## src/rtl/div_arbiter_pkg.sv

```systemverilog
// Shared definitions for the two-requester divider arbiter.
// Holds the FSM encoding, requester count, flush length and datapath widths,
// plus the latched-request record handed to the divider.
package div_arbiter_pkg;

   localparam int NUM_REQ      = 2;
   localparam int FLUSH_CYCLES = 2;
   localparam int DATA_W       = 32;
   localparam int RES_W        = 64;

   // Counter width for the post-annul quiet period; at least one bit.
   localparam int FLUSH_CNT_W  = (FLUSH_CYCLES > 1) ? $clog2(FLUSH_CYCLES) : 1;

   typedef enum logic [1:0] {
      IDLE  = 2'd0,
      BUSY  = 2'd1,
      DONE  = 2'd2,
      FLUSH = 2'd3
   } state_t;

   // Operands captured at grant time; the divider only ever sees these.
   typedef struct packed {
      logic              sgn;
      logic [DATA_W-1:0] op1;
      logic [DATA_W-1:0] op2;
   } div_req_t;

endpackage

```

## src/rtl/div_arbiter_rr_arb2.sv

```systemverilog
// Two-request round-robin arbiter with a pointer that moves only on a grant.
// Ports: clk/rst (sync, active-high); req = eligible requests; en = grants allowed
// this cycle; gnt = one-hot grant (combinational). Pointer resets to favour req 0.
module rr_arb2 (
   input  logic       clk,
   input  logic       rst,
   input  logic [1:0] req,
   input  logic       en,
   output logic [1:0] gnt
);

   // prio_q names the requester that wins the next tie.
   logic prio_q;

   always_comb begin
      gnt = 2'b00;
      if (en) begin
         unique case (req)
            2'b01:   gnt = 2'b01;
            2'b10:   gnt = 2'b10;
            2'b11:   gnt = prio_q ? 2'b10 : 2'b01;
            default: gnt = 2'b00;
         endcase
      end
   end

   // After granting requester n, the other one becomes preferred.
   always_ff @(posedge clk) begin
      if (rst) begin
         prio_q <= 1'b0;
      end else if (|gnt) begin
         prio_q <= ~gnt[1];
      end
   end

endmodule

```

## src/rtl/div_arbiter.sv

```systemverilog
// Shares one iterative divider between two pipeline requesters.
// Requester side: req_valid_i/req_signed_i/req_op1_i/req_op2_i/req_annul_i in,
//   req_done_o (1-cycle pulse), req_stall_o (combinational), result_o {rem, quo}.
// Divider side: div_signed_o/div_op1_o/div_op2_o (registered), div_start_o,
//   div_annul_o out; div_result_i, div_ready_i in. clk, rst sync active-high.
module div_arbiter
   import div_arbiter_pkg::*;
(
   input  logic                            clk,
   input  logic                            rst,
   input  logic [NUM_REQ-1:0]              req_valid_i,
   input  logic [NUM_REQ-1:0]              req_signed_i,
   input  logic [NUM_REQ-1:0][DATA_W-1:0]  req_op1_i,
   input  logic [NUM_REQ-1:0][DATA_W-1:0]  req_op2_i,
   input  logic [NUM_REQ-1:0]              req_annul_i,
   output logic [NUM_REQ-1:0]              req_done_o,
   output logic [NUM_REQ-1:0]              req_stall_o,
   output logic [RES_W-1:0]                result_o,
   output logic                            div_signed_o,
   output logic [DATA_W-1:0]               div_op1_o,
   output logic [DATA_W-1:0]               div_op2_o,
   output logic                            div_start_o,
   output logic                            div_annul_o,
   input  logic [RES_W-1:0]                div_result_i,
   input  logic                            div_ready_i
);

   state_t                 state_q, state_d;
   logic                   owner_q;
   div_req_t               lat_q;
   logic [RES_W-1:0]       result_q;
   logic [FLUSH_CNT_W-1:0] flush_cnt_q;

   logic [NUM_REQ-1:0]     eligible;
   logic [NUM_REQ-1:0]     gnt;
   logic                   arb_en;
   logic                   gnt_any;
   logic                   gnt_idx;
   logic                   owner_annul;
   logic                   capture;
   logic                   flush_last;

   // A requester that is aborting in the same cycle is not worth starting.
   assign eligible    = req_valid_i & ~req_annul_i;

   // Grants only from IDLE: DONE must show the divider a low start first.
   assign arb_en      = (state_q == IDLE);
   assign gnt_any     = |gnt;
   assign gnt_idx     = gnt[1];

   // Only the current owner may abort an operation; the other annul is ignored.
   assign owner_annul = req_annul_i[owner_q];
   assign flush_last  = (flush_cnt_q == FLUSH_CNT_W'(FLUSH_CYCLES - 1));

   rr_arb2 u_arb (
      .clk (clk),
      .rst (rst),
      .req (eligible),
      .en  (arb_en),
      .gnt (gnt)
   );

   always_ff @(posedge clk) begin
      if (rst) begin
         state_q <= IDLE;
      end else begin
         state_q <= state_d;
      end
   end

   always_comb begin
      state_d     = state_q;
      div_start_o = 1'b0;
      div_annul_o = 1'b0;
      req_done_o  = '0;
      capture     = 1'b0;

      unique case (state_q)
         IDLE: begin
            if (gnt_any) begin
               state_d = BUSY;
            end
         end

         BUSY: begin
            // Annul wins over a coincident ready: no pulse, result untouched.
            if (owner_annul) begin
               div_annul_o = 1'b1;
               state_d     = FLUSH;
            end else begin
               div_start_o = 1'b1;
               if (div_ready_i) begin
                  req_done_o[owner_q] = 1'b1;
                  capture             = 1'b1;
                  state_d             = DONE;
               end
            end
         end

         DONE: begin
            state_d = IDLE;
         end

         FLUSH: begin
            // Quiet period that also drags a divider out of a div-by-zero or
            // end state before the next start.
            if (flush_last) begin
               state_d = IDLE;
            end
         end

         default: begin
            state_d = IDLE;
         end
      endcase
   end

   // Datapath registers: operands are sampled only on a grant, so requester
   // inputs never reach the divider combinationally or while BUSY.
   always_ff @(posedge clk) begin
      if (rst) begin
         owner_q     <= 1'b0;
         lat_q       <= '0;
         result_q    <= '0;
         flush_cnt_q <= '0;
      end else begin
         if (gnt_any) begin
            owner_q   <= gnt_idx;
            lat_q.sgn <= req_signed_i[gnt_idx];
            lat_q.op1 <= req_op1_i[gnt_idx];
            lat_q.op2 <= req_op2_i[gnt_idx];
         end

         if (capture) begin
            result_q <= div_result_i;
         end

         if (state_q == FLUSH) begin
            flush_cnt_q <= flush_cnt_q + 1'b1;
         end else begin
            flush_cnt_q <= '0;
         end
      end
   end

   assign div_signed_o = lat_q.sgn;
   assign div_op1_o    = lat_q.op1;
   assign div_op2_o    = lat_q.op2;
   assign result_o     = result_q;

   assign req_stall_o  = req_valid_i & ~req_done_o & ~req_annul_i;

endmodule

```

## config.mk

```make
export PLATFORM = sky130hd
export DESIGN_NAME = div_arbiter
export DESIGN_NICKNAME = d
export VERILOG_FILES = /design/src/rtl/div_arbiter_pkg.sv /design/src/rtl/div_arbiter_rr_arb2.sv /design/src/rtl/div_arbiter.sv
export SDC_FILE = /design/constraint.sdc
export NUM_CORES = 1
export LEC_CHECK = 0
export BUFFER_PORTS_ARGS = -buffer_cell sky130_fd_sc_hd__clkbuf_2
export CAP_MARGIN = 20
export CORE_MARGIN = 5
export CORE_UTILIZATION = 23
export CTS_BUF_LIST = sky130_fd_sc_hd__clkbuf_8
export DETAILED_ROUTE_END_ITERATION = 10
export PLACE_DENSITY_LB_ADDON = 0.1
export SYNTH_ARGS = -nofsm -noshare
export SYNTH_HDL_FRONTEND = slang
export SYNTH_SLANG_ARGS = --single-unit
```

## constraint.sdc

```tcl
create_clock -name clk -period 1.8 [get_ports clk]
set_clock_uncertainty 0.2 [all_clocks]
set_input_delay 0.09 -clock clk [delete_from_list [all_inputs] [get_ports clk]]
set_output_delay 0.09 -clock clk [all_outputs]
set_load 0.005 [all_outputs]
```

* After elaboration in Yosys (flattened, before gate mapping)
Index checks and enable logic that the tools add are counted.
Storage, ports and cells: memories kept 0, word-level logic and storage cells 61, ROM bits 0, bits in writable memories 0, output and inout bits 135, register bits after elaboration 134, bits in latches 0
Cells by class: divide/modulo/power cells 0, multiply operators 0, order comparisons 3, add/subtract/negate cells 1, bitwise operators 7, multiplexer cells 28, shift-type cells 0, reduce and logical (&&, ||, !) cells 5, eq/ne operators 9
Operators by type and width (count):
- two-way mux 32 bit | 4
- two-way mux 2 bit | 9
- two-way mux 1 bit | 12
- == test 2 bit (second input constant) | 4
- one-hot mux 2 bit (4 select lines) | 1
- bitwise AND 2 bit | 3
- one-hot mux 2 bit (3 select lines) | 1
- == test 2 x 1 -> 1 bit (second input constant) | 2
- < comparator 1 x 2 -> 1 bit (second input constant) | 2
- inverter 2 bit | 2
- OR reduction 2 bit | 2
- inequality test 3 bit (second input constant) | 1
- AND reduction 3 bit | 1
- logical NOT 2 bit | 1
- inequality test 2 x 1 -> 1 bit (second input constant) | 1
- inequality test 2 bit (second input constant) | 1
- inverter 1 bit | 2
- adder 1 bit (second input constant) | 1
- demux 1 bit (select 1 bit) | 1
- greater-or-equal comparator 1 bit (second input constant) | 1
- logical AND 1 bit | 1

* Depth between registers and ports, before layout
Gate-level depths: netlist of the first run.
word-level depth 10, mapped depth 7, mapped depth without buffers 4

* Modules after synthesis
Synthesis of the first run repeated with hierarchy kept, for this count alone.
Unflattened totals: cell total of the unflattened synthesis 598, area total of the unflattened synthesis 6165.9 um^2
Modules (own cells, without submodules):
- div_arbiter | instances 1, area an instance 6110.9 um^2, seq. area each 2662.6 um^2, cells each 590
- rr_arb2 | instances 1, area an instance 55.1 um^2, seq. area each 20.0 um^2, cells each 8

* Worst setup path before layout of the first run
No wires, ideal clock.
kind reg-to-reg, start point register owner_q, end point register result_q[54] (netlist: result_o[54]), data arrival time 1506 ps, library setup time 132 ps, required time 1468 ps, cell stages (with the launch flop) 7, setup slack -38 ps, cell sequence dfxtp_1 > mux2_2 > or3_1 > buf_2 > buf_6 > nand2_1 > a21oi_1
On the way: longest elaborated chain between the ends 4
Ends and longest elaborated chain:
- start, declared | RTL line div_arbiter.sv:29 | logic owner_q;
- start signal, assigned | RTL line div_arbiter.sv:128 | owner_q <= gnt_idx;
- two-way mux 1 bit (implied by the code) (2 in series) | RTL line div_arbiter.sv:52 | assign owner_annul = req_annul_i[owner_q];
- two-way mux 1 bit | RTL line div_arbiter.sv:87 | if (owner_annul) begin
- two-way mux 1 bit | RTL line div_arbiter.sv:78 | unique case (state_q)
- end signal, assigned | RTL line div_arbiter.sv:135 | result_q <= div_result_i;
- end, declared | RTL line div_arbiter.sv:31 | logic [RES_W-1:0] result_q;
No other way between the ends. The select of a mux whose other input is x is not followed. A chain may end at the register's enable or synchronous reset.

* Worst setup path in the final report of the first run
start point register owner_q, end point output port req_stall_o[1]
On the way: longest elaborated chain between the ends 10, elaborated cells on any way between the ends 13, classes of those cells order compare (2); mux (7); bitwise (3); reduce/logical (1)
Ends and longest elaborated chain:
- < comparator 1 x 2 -> 1 bit (implied by the code) or greater-or-equal comparator 1 bit (tied branches) | RTL line div_arbiter.sv:93 | req_done_o[owner_q] = 1'b1;
- logical AND 1 bit (implied by the code) | RTL line div_arbiter.sv:93
- two-way mux 1 bit (implied by the code) | RTL line div_arbiter.sv:93
- demux 1 bit (select 1 bit) | RTL line div_arbiter.sv:93
- two-way mux 2 bit | RTL line div_arbiter.sv:92 | if (div_ready_i) begin
- two-way mux 2 bit * | RTL line div_arbiter.sv:87
- two-way mux 2 bit * | RTL line div_arbiter.sv:78
- inverter 2 bit * | RTL line div_arbiter.sv:151 | assign req_stall_o = req_valid_i & ~req_done_o & ~req_annul_i;
- bitwise AND 2 bit * (2 in series) | RTL line div_arbiter.sv:151
- end, declared | RTL line div_arbiter.sv:17 | output logic [NUM_REQ-1:0] req_stall_o,
Every way passes the cells marked *; elsewhere a longest branch is shown, timed or not. The select of a mux whose other input is x is not followed.

==> impl_metrics.toml, run 1 <==
[routing]
viasPerCell = 4.35
wirelength_mm = 22.5
first_iter_violations = 258
wire_per_inst_um = 16.0
vias = 6106
remaining_drc_errors = 0
ant_nets = 0
drt_first_pass_iters = 4

[clock_tree]
clock-root-buffer = "clkbuf_8"
cts_sinks = 134
htreeDepth = 4
cts_buffer_depth = 2
cts_tree = "yes"
cts.clk_slew.worst_paths_ps = 80
clk_latency_ps = 430
cts_made_buffers = 17

[setup_path]
r2r-end = "result_o[1]"
arrival_ps = 1800
start_kind = "flip-flop"
endpoint_kind = "primary output"
slowest_delay_ps = 340
path_cells = "mux2_4, buf_6, nor3_4, buf_6, and2_4, nor2_2, buf_2"
crit_buf_inv = 3
r2r-start = "owner_q"
reg2reg_slack_ps = -220
required_ps = 1510
critPathKind = "reg -> out"
critPathTopFamily = "buffers and inverters"
crit_top_cell = "buf_6"
slowest_stage = "dfxtp_2"
reg2reg_depth = 7
critical_path.max_fanout = 4

[logic_synthesis]
synth_nets = 733
ys_types = 28
ys_seq_elements = 134
avgSynthCellArea_sq_um = 9.45
synth_top_area_share_pct = 53.4
syn_inst = 532
yosysTopAreaCell = "dfxtp_1"
syn-cell-area_sq_um = 5030
synth_warnings = 0
seq_area_frac_synth_pct = 53.4
synthTopCellsByArea = "dfxtp_1 (53%), a221o_1 (13%), nand2_1 (9.6%)"

[placed_design]
dp_hpwl_mm = 14.0
place_congestion = 0.709
post-place-ws_ps = -137
placed_area_sq_um = 7240
port_buffers = 335
dp.cells = 1142

[pwr]
p_sw_share_pct = 27.0
p_total_mw = 7.28
p_seq_share_pct = 44.6
power.density_nw_per_um2 = 706
combPwrFrac_pct = 20.9
pwr-share-clk_pct = 34.5
switching_power_mw = 1.97
p_int_mw = 5.31
ir_worst_vdd_mv = 0.447
leakage_nw = 4.74

[worst_hold_path]
hold_path_depth = 6
worst_hold_path.endpoint = "owner_q"
hp-start = "req_annul_i[1]"
hp-class = "in -> reg"

[grt]
grt_start_max_net_pins = 42
antenna_found_initial = 0
grt_pass1_vias = 6470
overflow = 0
grt_first_pass_wirelength_mm = 33.1
grt_use_total_pct = 16.9

[floorplan]
chipWidth_um = 158
num_rows = 54
io_pins = 336
core_sq_um = 21700
start_util_pct = 23.2
die_area_sq_um = 24900
die_h_um = 158

[timing]
setup_tns_ps = -12470
drv_slew = 0
fin_ws_ps = -291
final_hold_viol_count = 0
whs_ps = 84.3
setup_violations = 123
rsz0062_at_grt = "yes"
period_share_pct = 116
period_needed_ps = 2090
tightest_slew_ps = 480
slew_headroom_pct = 68.0
fmaxAchievable_mhz = 478

[run_status]
violations = "negative setup slack"
status = "complete, but fails checks"

[final_layout]
drive_above_1_share_pct = 41.1
fin_area_sq_um = 10300
layoutNonFillerInstCount = 1403
area_delta_synth_final_pct = 105
utilization_pct = 47.6
nets = 1310

[flow_run]
maxCapViolCount = 0
[layout by cell type, fill, tap and decap left out, types with 2 or more instances in the layout]
cell	synthesis	layout
clkbuf_2	5	333
nand2_1	129	128
dlygate4sd3_1	0	197
and3_1	2	2
or3_4	0	2
a21oi_1	65	60
dfxtp_4	0	2
clkinv_4	0	3
buf_4	6	26
buf_16	0	6
a21oi_2	0	5
clkinvlp_4	0	3
and2_1	17	16
buf_8	0	5
nor2_4	0	2
dfxtp_1	134	131
clkbuf_8	0	20
bufbuf_16	0	3
nand2b_1	2	2
nor2_2	0	2
inv_6	0	4
inv_1	4	4
buf_2	6	2
buf_12	0	19
a221o_1	65	65
clkbuf_16	0	2
buf_6	9	8
nor2_1	6	2
and2_0	49	49
[registers in the layout (all words and copies together), names as in the netlist]
signal and flops:
div_signed_o 1, state_q 2, div_op2_o 32, result_o 64
u_arb.prio_q 1, div_op1_o 32, owner_q 1, flush_cnt_q 1
[worst max-delay path by stage]
stage                 start        endpoint  slack (ps)  cells after the start
floorplan           owner_q    result_o[54]           8                      6
global placement    owner_q  req_stall_o[0]        -130                      6
detailed placement  owner_q  req_stall_o[0]        -140                      6
CTS                 owner_q  req_stall_o[0]        -370                      6
global route        owner_q  req_stall_o[1]        -410                      7
finish              owner_q  req_stall_o[1]        -290                      7
[area by class of cell]
cell class	count	area (sq um)
diodes	1	2.50
well taps	280	350
inverters	4	15.0
flip-flops and latches	134	2690
clock inverters	12	119
repair buffers	601	4700
multi-input cells	351	2170
fillers	2091	11400
clock buffers	20	275
[per-layer routing]
metal | track usage [%] | wire [um]
met1 | 18.3 | 8750
met4 | 6.15 | 384
met5 | 0 | 0
met3 | 4.65 | 1530
met2 | 31.4 | 11900
[power groups by stage]
| stage | logic, mW | registers [mW] | clock network, mW |
|---|---|---|---|
| 3_5_place_dp | 0.980 | 3.31 | 0 |
| 4_1_cts | 1.51 | 3.25 | 2.64 |
| 6_report | 1.52 | 3.25 | 2.51 |
| 2_1_floorplan | 0.375 | 3.32 | 0 |
| 5_1_grt | 1.65 | 3.27 | 2.76 |
| 3_3_place_gp | 0.985 | 3.32 | 0 |
[synthesized netlist by cell type]
master     number
a2111oi_0       1
a211oi_1        1
a21oi_1        65
a221o_1        65
a311oi_2        1
and2_0         49
and2_1         17
and3_1          2
buf_2           6
buf_4           6
buf_6           9
clkbuf_1       17
clkbuf_2        5
dfxtp_1       134
inv_1           4
mux2_2          2
nand2_1       129
nand2b_1        2
nand2b_4        1
nor2_1          6
nor2b_1         1
nor3_1          2
nor4b_2         1
nor4bb_1        1
o211a_1         1
o21ai_0         1
o22ai_1         1
or3_1           2
[kinds of logic (layout without fill, tap and decap cells)]
logic type,after synthesis,count (layout),share of synthesized area (%)
simple gates,213,213,20.1
compound gates,136,136,20.5
flops,134,134,53.4
buf+inv,47,637,5.58
mux,2,2,0.448
other cells,0,1,0
[timing repair]
action                                 in CTS  in global routing
pin swaps                                  48                 28
gates cloned                               11                  2
resized for setup                          41                 21
setup buffers                              20                  5
endpoints found under the hold margin     133                  0
hold buffers                              197                  0
setup endpoints to repair                 136                136
[worst reg2reg max path, stage by stage (launching register included)]
cell	delay, ps
dfxtp_2	340
mux2_4	300
or3_4	350
buf_4	160
buf_12	140
bufbuf_16	270
nand2_1	60
a21oi_1	60
(Power assumes the default switching activity.)
==> run 2: changes to the inputs <==
--- a/config.mk
+++ b/config.mk
@@ -5,12 +5,12 @@
 export SDC_FILE = /design/constraint.sdc
 export NUM_CORES = 1
 export LEC_CHECK = 0
-export BUFFER_PORTS_ARGS = -buffer_cell sky130_fd_sc_hd__clkbuf_2
 export CAP_MARGIN = 20
 export CORE_MARGIN = 5
 export CORE_UTILIZATION = 23
 export CTS_BUF_LIST = sky130_fd_sc_hd__clkbuf_8
 export DETAILED_ROUTE_END_ITERATION = 10
+export DONT_BUFFER_PORTS = 1
 export PLACE_DENSITY_LB_ADDON = 0.1
 export SYNTH_ARGS = -nofsm -noshare
 export SYNTH_HDL_FRONTEND = slang
==> impl_metrics.toml, run 2 <==
[run_status]
error = "[ERROR RSZ-0060] Max buffer count reached."
stop_stage = "clock tree synthesis (4_1_cts)"
status = "did not finish"

[logic_synthesis]
synth_nets = 733
ys.flop_type = "dfxtp_1"
syn_inst = 532
ys_types = 28
synthTopCellsByArea = "dfxtp_1 (53%), a221o_1 (13%), nand2_1 (9.6%)"
synth.top_cells.by_count = "dfxtp_1 (134), nand2_1 (129), a21oi_1 (65), a221o_1 (65), and2_0 (49)"
yosysTopAreaCell = "dfxtp_1"
seq_area_frac_synth_pct = 53.4
synth_edf_count = 0
syn-cell-area_sq_um = 5030
ys_seq_elements = 134
yosysMostFrequentCell = "dfxtp_1"
synth_warnings = 0
ys_async_sr_fraction_pct = 0
avgSynthCellArea_sq_um = 9.45
synth_top_area_share_pct = 53.4

[placed_design]
dp_hpwl_mm = 11.8
placed_area_sq_um = 5380
place_congestion = 0.723
port_buffers = 0

[floorplan]
die_h_um = 158
num_rows = 54
chipWidth_um = 158
io_pins = 336
start_util_pct = 23.2

[clock_tree]
clock-root-buffer = "clkbuf_8"
cts_buffer_depth = 2
htreeDepth = 4
cts_setup_buffers = 7
cts_made_buffers = 17
cts_sinks = 134
holdBufCountCts = 168
ctsResizeCount = 19
==> run 2: logic make-up after synthesis <==
logic type | synth area share (%)
simple gates | 20.1
compound gates | 20.5
flops | 53.4
buf+inv | 5.58
mux | 0.448
==> run 2: metrics by stage <==
step / cells / setup slack, ps
2_1_floorplan: 532 / 8.08
3_3_place_gp: 792 / -82.0
3_5_place_dp: 792 / -98.6
==> run 3: changes to the inputs <==
--- a/config.mk
+++ b/config.mk
@@ -7,11 +7,10 @@
 export LEC_CHECK = 0
 export CAP_MARGIN = 20
 export CORE_MARGIN = 5
-export CORE_UTILIZATION = 23
-export CTS_BUF_LIST = sky130_fd_sc_hd__clkbuf_8
+export CORE_UTILIZATION = 20
 export DETAILED_ROUTE_END_ITERATION = 10
 export DONT_BUFFER_PORTS = 1
-export PLACE_DENSITY_LB_ADDON = 0.1
+export PLACE_DENSITY_LB_ADDON = 0.15
 export SYNTH_ARGS = -nofsm -noshare
 export SYNTH_HDL_FRONTEND = slang
 export SYNTH_SLANG_ARGS = --single-unit
==> constraint.sdc (replaced) <==
create_clock -name clk -period 2.3 [get_ports clk]
set_clock_uncertainty 0.2 [all_clocks]
set_input_delay 0.115 -clock clk [delete_from_list [all_inputs] [get_ports clk]]
set_output_delay 0.115 -clock clk [all_outputs]
set_load 0.005 [all_outputs]
==> impl_metrics.toml, run 3 <==
[run_status]
status = "did not finish"
stop_stage = "clock tree synthesis (4_1_cts)"
error = "[ERROR RSZ-0060] Max buffer count reached."

[floorplan]
num_rows = 58
start_util_pct = 20.1
io_pins = 336
chipWidth_um = 169
die_h_um = 169

[logic_synthesis]
synth.top_cells.by_count = "dfxtp_1 (134), nand2_1 (129), a21oi_1 (65), a221o_1 (65), and2_0 (49)"
synth_warnings = 0
synth_top_area_share_pct = 53.4
ys_types = 28
yosysMostFrequentCell = "dfxtp_1"
synthTopCellsByArea = "dfxtp_1 (53%), a221o_1 (13%), nand2_1 (9.6%)"
synth_nets = 733
yosysTopAreaCell = "dfxtp_1"
syn-cell-area_sq_um = 5030
ys.flop_type = "dfxtp_1"
avgSynthCellArea_sq_um = 9.45
synth_edf_count = 0
ys_async_sr_fraction_pct = 0
ys_seq_elements = 134
seq_area_frac_synth_pct = 53.4
syn_inst = 532

[placed_design]
dp_hpwl_mm = 11.8
port_buffers = 0
place_congestion = 0.751
post-place-ws_ps = 197

[clock_tree]
ctsResizeCount = 2
clock-root-buffer = "clkbuf_16"
cts_made_buffers = 17
cts_buffer_depth = 2
cts_sinks = 134
htreeDepth = 4
holdBufCountCts = 172
cts_setup_buffers = 0
-- run 3: stage by stage --
stage / cell area (sq um) / std cells / hold slack (ps) / utilization [%]
2_1_floorplan: 5030 / 532 / 51.0 / -
3_3_place_gp: 5310 / 825 / -7.54 / 21.3
3_5_place_dp: 5310 / 825 / -6.93 / 21.3
-- run 3: cell families after synthesis --
| family | Yosys count | share of synthesized area [%] |
|---|---|---|
| compound gates | 136 | 20.5 |
| buf+inv | 47 | 5.58 |
| flops | 134 | 53.4 |
| mux | 2 | 0.448 |
| simple gates | 213 | 20.1 |
